## config.mk

```make
export PLATFORM = sky130hd
export DESIGN_NAME = phrase_sequencer_flat
export DESIGN_NICKNAME = d
export VERILOG_FILES = /design/src/rtl/phrase_seq_pkg.sv /design/src/rtl/phrase_sequencer_if.sv /design/src/rtl/seq_tick_div.sv /design/src/rtl/phrase_sequencer.sv /design/src/flat_wrapper.sv
export SDC_FILE = /design/constraint.sdc
export NUM_CORES = 1
export LEC_CHECK = 0
export CAP_MARGIN = 20
export CORE_MARGIN = 3
export CORE_UTILIZATION = 47
export CTS_CLUSTER_SIZE = 16
export DETAILED_ROUTE_END_ITERATION = 6
export GPL_ROUTABILITY_DRIVEN = 0
export HOLD_SLACK_MARGIN = 0.06
export PLACE_DENSITY = 0.81
export SLEW_MARGIN = 20
export SYNTH_ARGS = -nofsm -noshare
export SYNTH_HDL_FRONTEND = slang
export SYNTH_SLANG_ARGS = --single-unit
```

## constraint.sdc

```tcl
create_clock -name clk -period 4.8 [get_ports clk]
set_input_delay 1.2 -clock clk [delete_from_list [all_inputs] [get_ports clk]]
set_output_delay 1.2 -clock clk [all_outputs]
set_load 0.1 [all_outputs]
```

## src/rtl/phrase_seq_pkg.sv

```systemverilog
// Shared types and constants for the phrase sequencer slice.
package phrase_seq_pkg;

    typedef enum logic [0:0] {IDLE, PLAY} seq_state_e;

    localparam int unsigned ROWS = 16;

    // Channel word layout: {note, volume, instrument}
    localparam int unsigned NOTE_MSB = 15;
    localparam int unsigned NOTE_LSB = 8;
    localparam int unsigned VOL_MSB  = 7;
    localparam int unsigned VOL_LSB  = 2;
    localparam int unsigned INST_MSB = 1;
    localparam int unsigned INST_LSB = 0;

    localparam logic [7:0] NOTE_REST = 8'h00;
    localparam logic [3:0] LAST_ROW  = 4'd15;

    function automatic logic [7:0] note_of(input logic [15:0] word);
        return word[NOTE_MSB:NOTE_LSB];
    endfunction

endpackage

```

## src/rtl/phrase_sequencer_if.sv

```systemverilog
// Control, phrase-store and trigger signals of the phrase sequencer.
interface phrase_sequencer_if #(
    parameter int unsigned TICK_W  = 24,
    parameter int unsigned SPEED_W = 5
);
    logic               play;
    logic               stop;
    logic               loop_en;
    logic [3:0]         start_row;
    logic [TICK_W-1:0]  tick_period;
    logic [SPEED_W-1:0] ticks_per_row;
    logic [3:0]         mute;
    logic [3:0]         row;
    logic [15:0]        channel_0;
    logic [15:0]        channel_1;
    logic [15:0]        channel_2;
    logic [15:0]        channel_3;
    logic [15:0]        ch0_q;
    logic [15:0]        ch1_q;
    logic [15:0]        ch2_q;
    logic [15:0]        ch3_q;
    logic               note_valid;
    logic [3:0]         ch_trig;
    logic               playing;
    logic               phrase_end;

    // Environment side: control registers and phrase store.
    modport master (
        output play, stop, loop_en, start_row, tick_period, ticks_per_row, mute,
        output channel_0, channel_1, channel_2, channel_3,
        input  row, ch0_q, ch1_q, ch2_q, ch3_q, note_valid, ch_trig, playing, phrase_end
    );

    // Sequencer side.
    modport slave (
        input  play, stop, loop_en, start_row, tick_period, ticks_per_row, mute,
        input  channel_0, channel_1, channel_2, channel_3,
        output row, ch0_q, ch1_q, ch2_q, ch3_q, note_valid, ch_trig, playing, phrase_end
    );

endinterface

```

## src/rtl/seq_tick_div.sv

```systemverilog
// Tempo divider: one tick every max(tick_period,1) enabled clocks.
module seq_tick_div #(
    parameter int unsigned TICK_W = 24
) (
    input  logic              clk,
    input  logic              rst,
    input  logic              en,
    input  logic              clr,
    input  logic [TICK_W-1:0] tick_period,
    output logic              tick
);

    logic [TICK_W-1:0] cnt_q, cnt_d, period_m1;

    // >= compare so a period lowered mid-count fires at once instead of wrapping.
    always_comb begin
        period_m1 = (tick_period == '0) ? '0 : tick_period - TICK_W'(1);
        tick      = en & (cnt_q >= period_m1);
        cnt_d     = cnt_q;
        if (clr) begin
            cnt_d = '0;
        end else if (en) begin
            cnt_d = tick ? '0 : cnt_q + TICK_W'(1);
        end
    end

    // Counter register.
    always_ff @(posedge clk or posedge rst) begin
        if (rst) begin
            cnt_q <= '0;
        end else begin
            cnt_q <= cnt_d;
        end
    end

endmodule

```

## src/rtl/phrase_sequencer.sv

```systemverilog
// Phrase playback controller: row stepping at a programmable tempo,
// channel word capture and per-channel note triggers.
module phrase_sequencer
    import phrase_seq_pkg::*;
#(
    parameter int unsigned TICK_W  = 24,
    parameter int unsigned SPEED_W = 5
) (
    input logic               clk,
    input logic               rst_active_high,
    phrase_sequencer_if.slave bus
);

    seq_state_e         state_q, state_d;
    logic [3:0]         row_q, row_d;
    logic [SPEED_W-1:0] spd_q, spd_d, spd_m1;
    logic               fetch_q, fetch_d;
    logic [15:0]        chq_q [4];
    logic [15:0]        chan [4];
    logic               note_valid_q;
    logic [3:0]         trig_q, trig_d;
    logic               phrase_end_q, phrase_end_d;
    logic               tick, div_clr, capture;

    seq_tick_div #(
        .TICK_W (TICK_W)
    ) u_tick_div (
        .clk         (clk),
        .rst         (rst_active_high),
        .en          (state_q == PLAY),
        .clr         (div_clr),
        .tick_period (bus.tick_period),
        .tick        (tick)
    );

    // Next state, row stepping and trigger decode; stop beats play beats tick.
    always_comb begin
        chan[0] = bus.channel_0;
        chan[1] = bus.channel_1;
        chan[2] = bus.channel_2;
        chan[3] = bus.channel_3;
        state_d      = state_q;
        row_d        = row_q;
        spd_d        = spd_q;
        fetch_d      = 1'b0;
        phrase_end_d = 1'b0;
        div_clr      = 1'b0;
        spd_m1  = (bus.ticks_per_row == '0) ? '0 : bus.ticks_per_row - SPEED_W'(1);
        // A stop in the fetch cycle cancels the capture.
        capture = fetch_q & ~bus.stop;
        for (int i = 0; i < 4; i++) begin
            trig_d[i] = capture & ~bus.mute[i] & (note_of(chan[i]) != NOTE_REST);
        end
        if (bus.stop) begin
            state_d = IDLE;
            spd_d   = '0;
            div_clr = 1'b1;
        end else if (bus.play) begin
            state_d = PLAY;
            row_d   = bus.start_row;
            spd_d   = '0;
            fetch_d = 1'b1;
            div_clr = 1'b1;
        end else if (state_q == PLAY && tick) begin
            if (spd_q >= spd_m1) begin
                spd_d = '0;
                if (row_q == LAST_ROW) begin
                    phrase_end_d = 1'b1;
                    if (bus.loop_en) begin
                        row_d   = 4'd0;
                        fetch_d = 1'b1;
                    end else begin
                        state_d = IDLE;
                        div_clr = 1'b1;
                    end
                end else begin
                    row_d   = row_q + 4'd1;
                    fetch_d = 1'b1;
                end
            end else begin
                spd_d = spd_q + SPEED_W'(1);
            end
        end
    end

    // State, counters and registered outputs.
    always_ff @(posedge clk or posedge rst_active_high) begin
        if (rst_active_high) begin
            state_q      <= IDLE;
            row_q        <= '0;
            spd_q        <= '0;
            fetch_q      <= 1'b0;
            note_valid_q <= 1'b0;
            trig_q       <= '0;
            phrase_end_q <= 1'b0;
            for (int i = 0; i < 4; i++) begin
                chq_q[i] <= '0;
            end
        end else begin
            state_q      <= state_d;
            row_q        <= row_d;
            spd_q        <= spd_d;
            fetch_q      <= fetch_d;
            note_valid_q <= capture;
            trig_q       <= trig_d;
            phrase_end_q <= phrase_end_d;
            if (capture) begin
                for (int i = 0; i < 4; i++) begin
                    chq_q[i] <= chan[i];
                end
            end
        end
    end

    assign bus.row        = row_q;
    assign bus.ch0_q      = chq_q[0];
    assign bus.ch1_q      = chq_q[1];
    assign bus.ch2_q      = chq_q[2];
    assign bus.ch3_q      = chq_q[3];
    assign bus.note_valid = note_valid_q;
    assign bus.ch_trig    = trig_q;
    assign bus.playing    = (state_q == PLAY);
    assign bus.phrase_end = phrase_end_q;

endmodule

```

## src/flat_wrapper.sv

```systemverilog
// flat-port wrapper written by rule: the top's interface ports become plain ports
module phrase_sequencer_flat import phrase_seq_pkg::*;
#(
    parameter int unsigned TICK_W  = 24,
    parameter int unsigned SPEED_W = 5
)
  (clk, rst_active_high, bus_play, bus_stop, bus_loop_en, bus_start_row, bus_tick_period, bus_ticks_per_row, bus_mute, bus_channel_0, bus_channel_1, bus_channel_2, bus_channel_3, bus_row, bus_ch0_q, bus_ch1_q, bus_ch2_q, bus_ch3_q, bus_note_valid, bus_ch_trig, bus_playing, bus_phrase_end);
  phrase_sequencer_if #(.TICK_W(TICK_W), .SPEED_W(SPEED_W)) bus_i ();
  input logic clk;
  input logic rst_active_high;
  input wire logic [$bits(bus_i.play)-1:0] bus_play;
  input wire logic [$bits(bus_i.stop)-1:0] bus_stop;
  input wire logic [$bits(bus_i.loop_en)-1:0] bus_loop_en;
  input wire logic [$bits(bus_i.start_row)-1:0] bus_start_row;
  input wire logic [$bits(bus_i.tick_period)-1:0] bus_tick_period;
  input wire logic [$bits(bus_i.ticks_per_row)-1:0] bus_ticks_per_row;
  input wire logic [$bits(bus_i.mute)-1:0] bus_mute;
  input wire logic [$bits(bus_i.channel_0)-1:0] bus_channel_0;
  input wire logic [$bits(bus_i.channel_1)-1:0] bus_channel_1;
  input wire logic [$bits(bus_i.channel_2)-1:0] bus_channel_2;
  input wire logic [$bits(bus_i.channel_3)-1:0] bus_channel_3;
  output wire logic [$bits(bus_i.row)-1:0] bus_row;
  output wire logic [$bits(bus_i.ch0_q)-1:0] bus_ch0_q;
  output wire logic [$bits(bus_i.ch1_q)-1:0] bus_ch1_q;
  output wire logic [$bits(bus_i.ch2_q)-1:0] bus_ch2_q;
  output wire logic [$bits(bus_i.ch3_q)-1:0] bus_ch3_q;
  output wire logic [$bits(bus_i.note_valid)-1:0] bus_note_valid;
  output wire logic [$bits(bus_i.ch_trig)-1:0] bus_ch_trig;
  output wire logic [$bits(bus_i.playing)-1:0] bus_playing;
  output wire logic [$bits(bus_i.phrase_end)-1:0] bus_phrase_end;
  assign bus_i.play = bus_play;
  assign bus_i.stop = bus_stop;
  assign bus_i.loop_en = bus_loop_en;
  assign bus_i.start_row = bus_start_row;
  assign bus_i.tick_period = bus_tick_period;
  assign bus_i.ticks_per_row = bus_ticks_per_row;
  assign bus_i.mute = bus_mute;
  assign bus_i.channel_0 = bus_channel_0;
  assign bus_i.channel_1 = bus_channel_1;
  assign bus_i.channel_2 = bus_channel_2;
  assign bus_i.channel_3 = bus_channel_3;
  assign bus_row = bus_i.row;
  assign bus_ch0_q = bus_i.ch0_q;
  assign bus_ch1_q = bus_i.ch1_q;
  assign bus_ch2_q = bus_i.ch2_q;
  assign bus_ch3_q = bus_i.ch3_q;
  assign bus_note_valid = bus_i.note_valid;
  assign bus_ch_trig = bus_i.ch_trig;
  assign bus_playing = bus_i.playing;
  assign bus_phrase_end = bus_i.phrase_end;
  phrase_sequencer #(.TICK_W(TICK_W), .SPEED_W(SPEED_W)) u_core (.clk(clk), .rst_active_high(rst_active_high), .bus(bus_i));
endmodule
```

==> metrics.txt <==
Worst setup EP type=flop; Max Slew Vio Count=0; startpoint class of the critical path=input pin; global route total overflow=0; IO Port Bufs=180; number of distinct library cells after synthesis=51; first drt pass iteration count=5; critical path's slowest cell=or4_1; die height=around 120 um; Synth-to-Final Area Change=51.54%; Final Skew=0.01020 ns; CTS Buffer Depth=2; critical path class=input pin to flop; Mapped Nets=840; Max VDD drop=0.2750 mV; DRT Wirelength=17780 um; Place WS=-0.6120 ns; clock slew at reported path FFs=0.07 ns; Synth area leader=dfrtp_1; Synth Register Bits=~110; Via density=5.307; Final Cycle Share=between 90% and 100%; Post-route DRC=0; H-tree level count=3; Slew @ Worst Pin=1.080 ns; cells after synthesis=699; first-pass GRT wire length=29130 um; ant diodes=0; post-DR wirelength/cell=approximately 16 um; Worst Slack Setup Final=0.1056 ns; Max FO, Critical Path=6; die area=13810 um2; PD cells=roughly 340 nW/um2; clock sink count=between 100 and 150; Initial Utilization=48.44%; Main synth FF type=dfrtp_1; overall power=0.003006 W; Hold Crit Class=flop to flop; share of cells above drive strength 1=15.18%; largest net degree at the start of global routing=91; Layout Nets=1065; max cap viols=0; initial antenna violation count=0; Post-synth EDFFs=0; post-synthesis cell area=about 5800 um2; DR vias=5822; core area=between 10000 and 15000 um2; endpoints failing setup=0; Area contributors post-synth=dfrtp_1 45%, nand2_1 16%, ha_1 7.5%; Die W=117.5 um; HPWL after DPL=12550 um; arrival time at the worst endpoint=4.96 ns; Avg Cell Area, Syn=between 8 and 9 um2; Hold Buf Count CTS=0; Rows=40; most frequent cell after synthesis=nand2_1; Routed Antenna Nets=0; I/O pin total=~180; most frequent CP cell=buf_4; Fill cells=840; TritonCTS clock tree=built; Largest stage delay, worst path=between 0.5 and 0.6 ns; Num CTS Buffers=9; status=completed; clk root buf=clkbuf_16; Syn. warnings=0; cells along the critical path=clkdlybuf4s50_1, nor4_4, nor2b_4, nand2_4, buf_4, nor2_2, xor2_1, nand2_1, ha_1, nand4_1, nor3_2, a221oi_2, o2111ai_2, buf_4, or2_4, or4_1, a21oi_1; Leak Pwr=4.132 nW; most frequent cells after synthesis=251 x nand2_1, 105 x dfrtp_1, 36 x nor2_1; Yosys top cell area share=44.97%; latest clock arrival within the worst-skew pair=0.35 ns; drt initial violations=approximately 390; share of flip-flops with an asynchronous set or reset=100.0%; WP data required=5.06 ns; final-report hold violation count=0; Peak Freq=0.2130 GHz; post-layout min period=4.694 ns; Seq/Total Area, Yosys=44.97%; Max transition margin=around 28%; GRT Util Overall=25.36%; vias in the first global route=6093
## cells in the final DEF (no fill, tap or decap), types with 6 or more instances in the layout
| cell | netlist | routed |
|---|---|---|
| a21oi_1 | 32 | 26 |
| a21oi_2 | 1 | 7 |
| buf_4 | 1 | 57 |
| buf_6 | 1 | 7 |
| clkbuf_16 | 0 | 9 |
| clkdlybuf4s50_1 | 0 | 166 |
| dfrtp_1 | 105 | 105 |
| dlymetal6s2s_1 | 0 | 6 |
| ha_1 | 35 | 28 |
| ha_4 | 0 | 6 |
| inv_1 | 17 | 13 |
| nand2_1 | 251 | 246 |
| nand2b_1 | 10 | 9 |
| nand3_1 | 14 | 13 |
| nand4_1 | 13 | 13 |
| nor2_1 | 36 | 35 |
| nor3_1 | 9 | 7 |
| nor4_1 | 14 | 9 |
| o21ai_0 | 23 | 22 |
| or3_1 | 14 | 12 |
| xnor2_1 | 13 | 9 |
| xor2_1 | 15 | 14 |
## per-layer routing
metal	part of all wire (%)	up-vias	global-route usage, %	wire [um]
li1	-	2796	-	-
met1	41	2778	30.28	7232
met2	51	203	44.80	9039
met3	4.9	45	4.373	867
met4	3.6	0	11.50	637
met5	0	-	0	0
## critical path, delay by kind of cell
| family | cells | cell delay [ns] |
|---|---|---|
| simple gates | 9 | 1.82 |
| buf+inv | 3 | 0.80 |
| fa+ha+maj | 1 | 0.30 |
| xor+xnor | 1 | 0.19 |
| compound gates | 3 | 0.63 |
## sequential cells by signal (all words and copies together), names as in the netlist
signal / cells
u_core.bus.ch_trig: 4
u_core.bus.ch1_q: 16
u_core.fetch_q: 1
u_core.spd_q: 5
u_core.bus.phrase_end: 1
u_core.u_tick_div.cnt_q: 24
u_core.bus.ch0_q: 16
u_core.bus.playing: 1
u_core.bus.note_valid: 1
u_core.bus.ch2_q: 16
u_core.bus.ch3_q: 16
u_core.bus.row: 4
## what timing repair did
action                     in CTS  in global routing
buffers inserted               12                  3
gates resized for setup        41                 48
pin swaps                      27                 35
cloned                          0                  0
setup endpoints to repair      31                 35
## kinds of logic after synthesis
kind of cell	count (synthesis)	share of synthesized area [%]
AND/OR/NAND/NOR	399	30.84
XOR/XNOR	28	4.197
adder cells (fa/ha/maj)	35	7.495
AO/OA/AOI/OAI	85	9.294
buffers and inverters	47	3.212
flip-flops	105	44.97
## final timing paths
path | startpoint | end | slack, ns | cells past startpoint
hold / removal | u_core.bus.ch0_q[11]$_DFFE_PP0P_ | u_core.bus.ch0_q[11]$_DFFE_PP0P_ | 0.48 | 2
setup reg to reg | u_core.u_tick_div.cnt_q[6]$_DFFE_PP0P_ | u_core.u_tick_div.cnt_q[19]$_DFFE_PP0P_ | 1.98 | 9
min in group asynchronous | rst_active_high | u_core.bus.note_valid$_DFF_PP0_ | 1.39 | 2
hold reg to reg | u_core.bus.ch0_q[11]$_DFFE_PP0P_ | u_core.bus.ch0_q[11]$_DFFE_PP0P_ | 0.48 | 2
setup / recovery | bus_tick_period[11] | u_core.u_tick_div.cnt_q[19]$_DFFE_PP0P_ | 0.11 | 17
max in group asynchronous | rst_active_high | u_core.bus.ch2_q[3]$_DFFE_PP0P_ | 2.72 | 3
## power by group
part / leakage (nW) / switching (W) / internal [W]
Clock: 0.142 / 0.000341 / 0.000389
Combinational: 2.63 / 0.000920 / 0.000321
Sequential: 1.36 / 0.0000576 / 0.000978
## stage by stage
| step | setup TNS, ns | cell area [um2] | instances | hold slack (ns) | utilization [%] |
|---|---|---|---|---|---|
| 6_report | 0 | 8855 | 1097 | 0.4768 | 73.41 |
| 5_1_grt | -0.4859 | 8855 | 1097 | 0.4962 | 73.41 |
| 4_1_cts | 0 | 8641 | 1095 | 0.4791 | 71.64 |
| 3_5_place_dp | -16.95 | 8112 | 1067 | 0.4610 | 67.25 |
| 3_3_place_gp | -11.84 | 8112 | 1067 | 0.4565 | 67.25 |
| 2_1_floorplan | 0 | 5843 | 699 | 0.5109 | - |
## final cells by class
| type | instances | area (um2) | share of cell area [%] |
|---|---|---|---|
| tap | 168 | 210.2 | 2.374 |
| clock inverter | 5 | 46.29 | 0.5228 |
| sequential | 105 | 2628 | 29.67 |
| clock buffer | 11 | 252.7 | 2.854 |
| multi-input combinational | 547 | 3342 | 37.74 |
| inverter | 17 | 68.82 | 0.7772 |
| timing repair buffer | 244 | 2307 | 26.06 |
Note: power is estimated with default switching activity, not from simulation.
